**src/rtl/instr_fetch_ctrl.sv**
```systemverilog
// Fetch/decode/sequencer: fetches one instruction, holds it for HOLD_CYCLES clocks
// while the datapath settles, decodes control words and computes the next PC.
module instr_fetch_ctrl #(
  parameter logic [31:0] RESET_PC    = 32'h0,
  parameter int          HOLD_CYCLES = 5
) (
  input  logic        clk,
  input  logic        rst,
  output logic [31:0] imem_addr,
  input  logic [31:0] imem_data,
  input  logic        alu_zero,
  output logic [31:0] instr_out,
  output logic [8:0]  ctrlunit,
  output logic [3:0]  ctrl,
  output logic [31:0] pc,
  output logic        instr_valid,
  output logic        halted
);

  typedef enum logic [1:0] {
    ST_FETCH = 2'd0,
    ST_EXEC  = 2'd1,
    ST_HALT  = 2'd2
  } state_t;

  localparam logic [3:0] LAST_CNT  = 4'(HOLD_CYCLES - 1);
  localparam logic [8:0] GATE_MASK = 9'h0BF;  // clears RegWrite[8] and MemWrite[6]
  localparam logic [5:0] OP_RTYPE  = 6'b000000;
  localparam logic [5:0] OP_LW     = 6'b100011;
  localparam logic [5:0] OP_SW     = 6'b101011;
  localparam logic [5:0] OP_ADDI   = 6'b001000;
  localparam logic [5:0] OP_BEQ    = 6'b000100;
  localparam logic [5:0] OP_J      = 6'b000010;
  localparam logic [5:0] OP_HALT   = 6'b111111;

  // Returns {ctrlunit[8:0], ctrl[3:0]} for an instruction word.
  function automatic logic [12:0] decode(input logic [31:0] ins);
    logic [12:0] r;
    r = 13'h0;
    case (ins[31:26])
      OP_RTYPE: begin
        case (ins[5:0])
          6'b100000: r = {9'h121, 4'b0010};
          6'b100010: r = {9'h121, 4'b0110};
          6'b100100: r = {9'h121, 4'b0000};
          6'b100101: r = {9'h121, 4'b0001};
          6'b101010: r = {9'h121, 4'b0111};
          default:   r = 13'h0;
        endcase
      end
      OP_LW:   r = {9'h18C, 4'b0010};
      OP_SW:   r = {9'h0C0, 4'b0010};
      OP_ADDI: r = {9'h180, 4'b0010};
      OP_BEQ:  r = {9'h012, 4'b0110};
      OP_J:    r = {9'h000, 4'b0000};
      default: r = 13'h0;
    endcase
    return r;
  endfunction

  state_t      state_q, state_d;
  logic [3:0]  cnt_q, cnt_d;
  logic [31:0] pc_q, pc_d;
  logic [31:0] instr_q, instr_d;
  logic [8:0]  dec_q, dec_d;
  logic [8:0]  cu_q, cu_d;
  logic [3:0]  ctrl_q, ctrl_d;
  logic        valid_q, valid_d;
  logic        halt_q, halt_d;

  logic [12:0] dec_s;
  logic [31:0] p4_s;
  logic [31:0] next_pc_s;

  assign dec_s = decode(imem_data);
  assign p4_s  = pc_q + 32'd4;

  // Next-PC selection, evaluated with the held instruction on the last EXEC cycle.
  always_comb begin
    next_pc_s = p4_s;
    if (instr_q[31:26] == OP_BEQ && alu_zero) begin
      next_pc_s = p4_s + {{14{instr_q[15]}}, instr_q[15:0], 2'b00};
    end else if (instr_q[31:26] == OP_J) begin
      next_pc_s = {p4_s[31:28], instr_q[25:0], 2'b00};
    end else begin
      next_pc_s = p4_s;
    end
  end

  // Sequencer next-state and registered-output values.
  always_comb begin
    state_d = state_q;
    cnt_d   = cnt_q;
    pc_d    = pc_q;
    instr_d = instr_q;
    dec_d   = dec_q;
    cu_d    = cu_q;
    ctrl_d  = ctrl_q;
    valid_d = valid_q;
    halt_d  = halt_q;
    case (state_q)
      ST_FETCH: begin
        instr_d = imem_data;
        if (imem_data[31:26] == OP_HALT) begin
          state_d = ST_HALT;
          dec_d   = 9'h000;
          cu_d    = 9'h000;
          ctrl_d  = 4'h0;
          halt_d  = 1'b1;
        end else begin
          state_d = ST_EXEC;
          cnt_d   = 4'd0;
          dec_d   = dec_s[12:4];
          cu_d    = dec_s[12:4] & GATE_MASK;
          ctrl_d  = dec_s[3:0];
          valid_d = 1'b1;
        end
      end
      ST_EXEC: begin
        if (cnt_q == LAST_CNT) begin
          state_d = ST_FETCH;
          cnt_d   = 4'd0;
          pc_d    = next_pc_s;
          cu_d    = dec_q & GATE_MASK;
          valid_d = 1'b0;
        end else begin
          cnt_d = cnt_q + 4'd1;
          // Write strobes open only for the final hold cycle.
          if (cnt_q + 4'd1 == LAST_CNT) begin
            cu_d = dec_q;
          end else begin
            cu_d = dec_q & GATE_MASK;
          end
        end
      end
      ST_HALT: begin
        state_d = ST_HALT;
      end
      default: begin
        state_d = ST_FETCH;
      end
    endcase
  end

  // State and output registers with synchronous reset.
  always_ff @(posedge clk) begin
    if (rst) begin
      state_q <= ST_FETCH;
      cnt_q   <= 4'd0;
      pc_q    <= RESET_PC;
      instr_q <= 32'h0;
      dec_q   <= 9'h000;
      cu_q    <= 9'h000;
      ctrl_q  <= 4'h0;
      valid_q <= 1'b0;
      halt_q  <= 1'b0;
    end else begin
      state_q <= state_d;
      cnt_q   <= cnt_d;
      pc_q    <= pc_d;
      instr_q <= instr_d;
      dec_q   <= dec_d;
      cu_q    <= cu_d;
      ctrl_q  <= ctrl_d;
      valid_q <= valid_d;
      halt_q  <= halt_d;
    end
  end

  assign imem_addr   = pc_q;
  assign pc          = pc_q;
  assign instr_out   = instr_q;
  assign ctrlunit    = cu_q;
  assign ctrl        = ctrl_q;
  assign instr_valid = valid_q;
  assign halted      = halt_q;

endmodule
```
**config.mk**
```make
export PLATFORM = sky130hd
export DESIGN_NAME = instr_fetch_ctrl
export DESIGN_NICKNAME = d
export VERILOG_FILES = /design/src/rtl/instr_fetch_ctrl.sv
export SDC_FILE = /design/constraint.sdc
export NUM_CORES = 1
export LEC_CHECK = 0
export ABC_AREA = 1
export ABC_CLOCK_PERIOD_IN_PS = 3200
export BUFFER_PORTS_ARGS = -buffer_cell sky130_fd_sc_hd__buf_2
export CAP_MARGIN = 0
export CORE_MARGIN = 2
export CORE_UTILIZATION = 56
export DETAILED_ROUTE_END_ITERATION = 12
export PLACE_DENSITY = 0.89
export SETUP_SLACK_MARGIN = 0.2
export SLEW_MARGIN = 30
export SYNTH_ARGS = -nofsm -noshare
export SYNTH_HDL_FRONTEND = slang
export SYNTH_SLANG_ARGS = --single-unit
```
**constraint.sdc**
```tcl
create_clock -name clk -period 3.2 [get_ports clk]
set_input_delay 0.48 -clock clk [delete_from_list [all_inputs] [get_ports clk]]
set_output_delay 0.48 -clock clk [all_outputs]
set_load 0.005 [all_outputs]
```
==> metrics.txt <==
Mapped Area 6870 um^2; status completed; multiplexer share of the synthesized area 0%; WP data arrival 3.23 ns; total negative setup slack 0 ns; CTS Sinks 85; global-route wire length before repair 36600 um; initial DRC count 1125; critical path peak fanout 6; Post-Synth Adder-Cell Area 7.39%; starting density of the core 57.2%; MaxCap Viol Count 0; area grow syn2layout 20.7%; Seq/Total Area, Yosys 24.8%; Final Critical Period 2.98 ns; port buffer count 140; DRC 0; final net count 1318; max frequency 0.336 GHz; Core Region 12000 um^2; CP Class reg -> reg; Layout fillers 1046; initial antenna violation count 0; IO Count 146; synthesized flop and latch total 85; die height 115 um; GP Congestion 1.06; CP Data Required Time 3.45 ns; TritonCTS clock tree built; Setup crit end kind flop; Syn Area/Cell 6.12 um^2; worst vdd ir 0.346 mV; vias in the first global route 7002; Clock Path Buffers 2; CTS root buffer clkbuf_16; Fin. Hold Viols 0; die area 13200 um^2; PD cells 326 nW/um^2; Final Setup Violations 0; via count 8137; # H-tree levels 3; Worst Hold Class in -> reg; Final Cycle Share 93.1%; pre-CTS setup slack 0.0483 ns; unrepaired setup endpoints after global routing yes; compound-cell area share of the yosys netlist 17.1%; clk_lat worst skew 0.36 ns; fraction of layout instances using a drive strength above 1 24.4%; Pleak 0.00429 uW; final wirelength 24100 um; HPWL Detailed 18000 um; Vias/cell 5.83; clock skew 0.00933 ns; Simple-Gate Fraction of Synth Area 34.2%; hold-fix buffers at CTS 0; Synth warnings 0; CP Launch Type flop; XOR/XNOR Fraction of Synth Area 3.17%; CTS clk-pin slew, worst paths 0.07 ns; FP Rows 40; fin. max-slew vios 0; routed len/inst 17.3 um; ANT nets after route 0; largest family of logic cells by synthesized area simple AND/OR/NAND/NOR gates; final worst slack 0.220 ns; post-synthesis cell count 1122; drt first pass iters 8; total power draw 2700 uW; Die Span X 115 um; gr usage total 35.6%; number of CTS-inserted buffers 9; Slew HR 46.8%; Unique masters post-synth 42; slew at the pin with the worst max-slew slack 0.797 ns; largest net degree at the start of global routing 44; Congestion Overflow GR 0
[flip-flops by register name (all words and copies together), names as in the netlist]
register     flops
instr_out       32
imem_addr       30
ctrlunit         6
dec_q            6
cnt_q            4
ctrl             3
state_q          2
halted           1
instr_valid      1
[layout by cell type, fill, tap and decap left out, drive strengths merged, types with 2 or more instances in the layout]
cell type  Yosys  final
inv          127    130
nand4         14     14
or2            7      7
buf           50    177
nor3          16     16
conb           1      5
clkinvlp       0      2
nand3         76     76
a21oi         96     96
o21ai         89     89
nand2        259    259
xnor2          5      5
a21o           5      5
dfxtp         85     85
xor2          19     19
o211ai         9      9
a31oi         13     13
clkbuf        21      9
nand3b         2      2
o21bai         5      5
nor2         175    175
ha            39     39
nor4           2      2
[cells by family after synthesis]
kind of cell,after synthesis
buf+inv,198
compound gates,220
xor+xnor,24
fa+ha+maj,40
flops,85
other cells,1
simple gates,554
[where the power goes]
group / internal (uW) / switching (uW) / leakage, uW / total, uW
logic: 154 / 281 / 0.00344 / 434
clock network: 616 / 499 / 0.000144 / 1120
registers: 1100 / 50.6 / 0.000701 / 1150
total: 1870 / 831 / 0.00429 / 2700
[timing repair]
item	4_1_cts	5_1_grt
setup endpoints to repair	11	21
pin swaps	0	8
setup buffers	0	3
gates resized for setup	8	99
[final cells by class]
class,count,area (um^2),area share [%]
clock inverter,7,78.8,0.950
clock buffer,9,225,2.71
antenna,1,2.50,0.0302
tap,147,184,2.22
multi-input combinational,843,4630,55.8
timing repair buffer,177,978,11.8
sequential,85,1720,20.8
inverter,127,477,5.75
[critical path, stage by stage, from the launching register on]
cell     delay, ns
dfxtp_1       0.46
nand2_1       0.19
nor2_1        0.15
nand2_1       0.10
nor2_1        0.14
nand2_2       0.12
xor2_2        0.21
inv_1         0.06
ha_2          0.37
nand2_1       0.15
nor2_2        0.18
inv_1         0.10
nor3_1        0.21
nand2_1       0.14
nand2_1       0.10
nand2_1       0.06
nand3_1       0.07
a21oi_1       0.06
[through the flow]
step	instances	utilization [%]	hold WS, ns	instance area (um^2)
finish	1396	69.1	0.350	8300
global route	1395	69.0	0.356	8290
CTS	1392	65.9	0.342	7920
detailed placement	1376	63.2	0.451	7590
global placement	1376	63.2	0.436	7590
floorplan	1126	-	0.439	6890
[cell usage after synthesis]
cell type | number | area, um^2
clkbuf_8 | 1 | 13.8
xor2_2 | 1 | 16.3
a21oi_1 | 95 | 475
xnor2_1 | 5 | 43.8
nand3b_1 | 2 | 15.0
nor3_2 | 2 | 20.0
o21ai_1 | 6 | 30.0
o21ai_0 | 83 | 415
xor2_1 | 18 | 158
conb_1 | 1 | 3.75
fa_1 | 1 | 20.0
nand4_2 | 1 | 12.5
nor2_2 | 8 | 50.1
nand3_1 | 74 | 370
buf_4 | 39 | 293
o21a_1 | 1 | 7.51
clkbuf_1 | 20 | 75.1
a21oi_2 | 1 | 8.76
inv_2 | 4 | 15.0
o211ai_1 | 9 | 67.6
o31ai_1 | 1 | 7.51
nand2b_1 | 1 | 6.26
nor2_1 | 163 | 612
or2_2 | 7 | 43.8
nor2_4 | 4 | 45.0
buf_1 | 1 | 3.75
and2_1 | 1 | 6.26
o221ai_1 | 1 | 8.76
nand2_2 | 2 | 12.5
nand4_1 | 13 | 81.3
inv_1 | 123 | 462
nor4_1 | 2 | 12.5
dfxtp_1 | 85 | 1700
a31oi_1 | 13 | 81.3
nor3_1 | 14 | 70.1
a21o_1 | 5 | 37.5
nor3b_1 | 1 | 7.51
buf_2 | 10 | 50.1
nand3_2 | 2 | 20.0
ha_1 | 39 | 488
nand2_1 | 257 | 965
o21bai_1 | 5 | 37.5
[routing by layer]
| metal | vias up | share of wire (%) | global-route usage (%) |
|---|---|---|---|
| met5 | - | 0 | 0 |
| met4 | 0 | 4.0 | 14.8 |
| met3 | 73 | 12 | 8.59 |
| met2 | 551 | 43 | 53.7 |
| met1 | 3658 | 41 | 49.0 |
| li1 | 3855 | - | - |
[final timing paths]
check	from	end	slack, ns	cells past startpoint
max	imem_addr[15]	imem_addr[29]	0.22	17
min	imem_data[13]	instr_out[13]	0.35	3
max reg2reg	imem_addr[15]	imem_addr[29]	0.22	17
min reg2reg	ctrlunit[8]	ctrlunit[8]	0.46	2
Power figures use the tool's default switching activity.
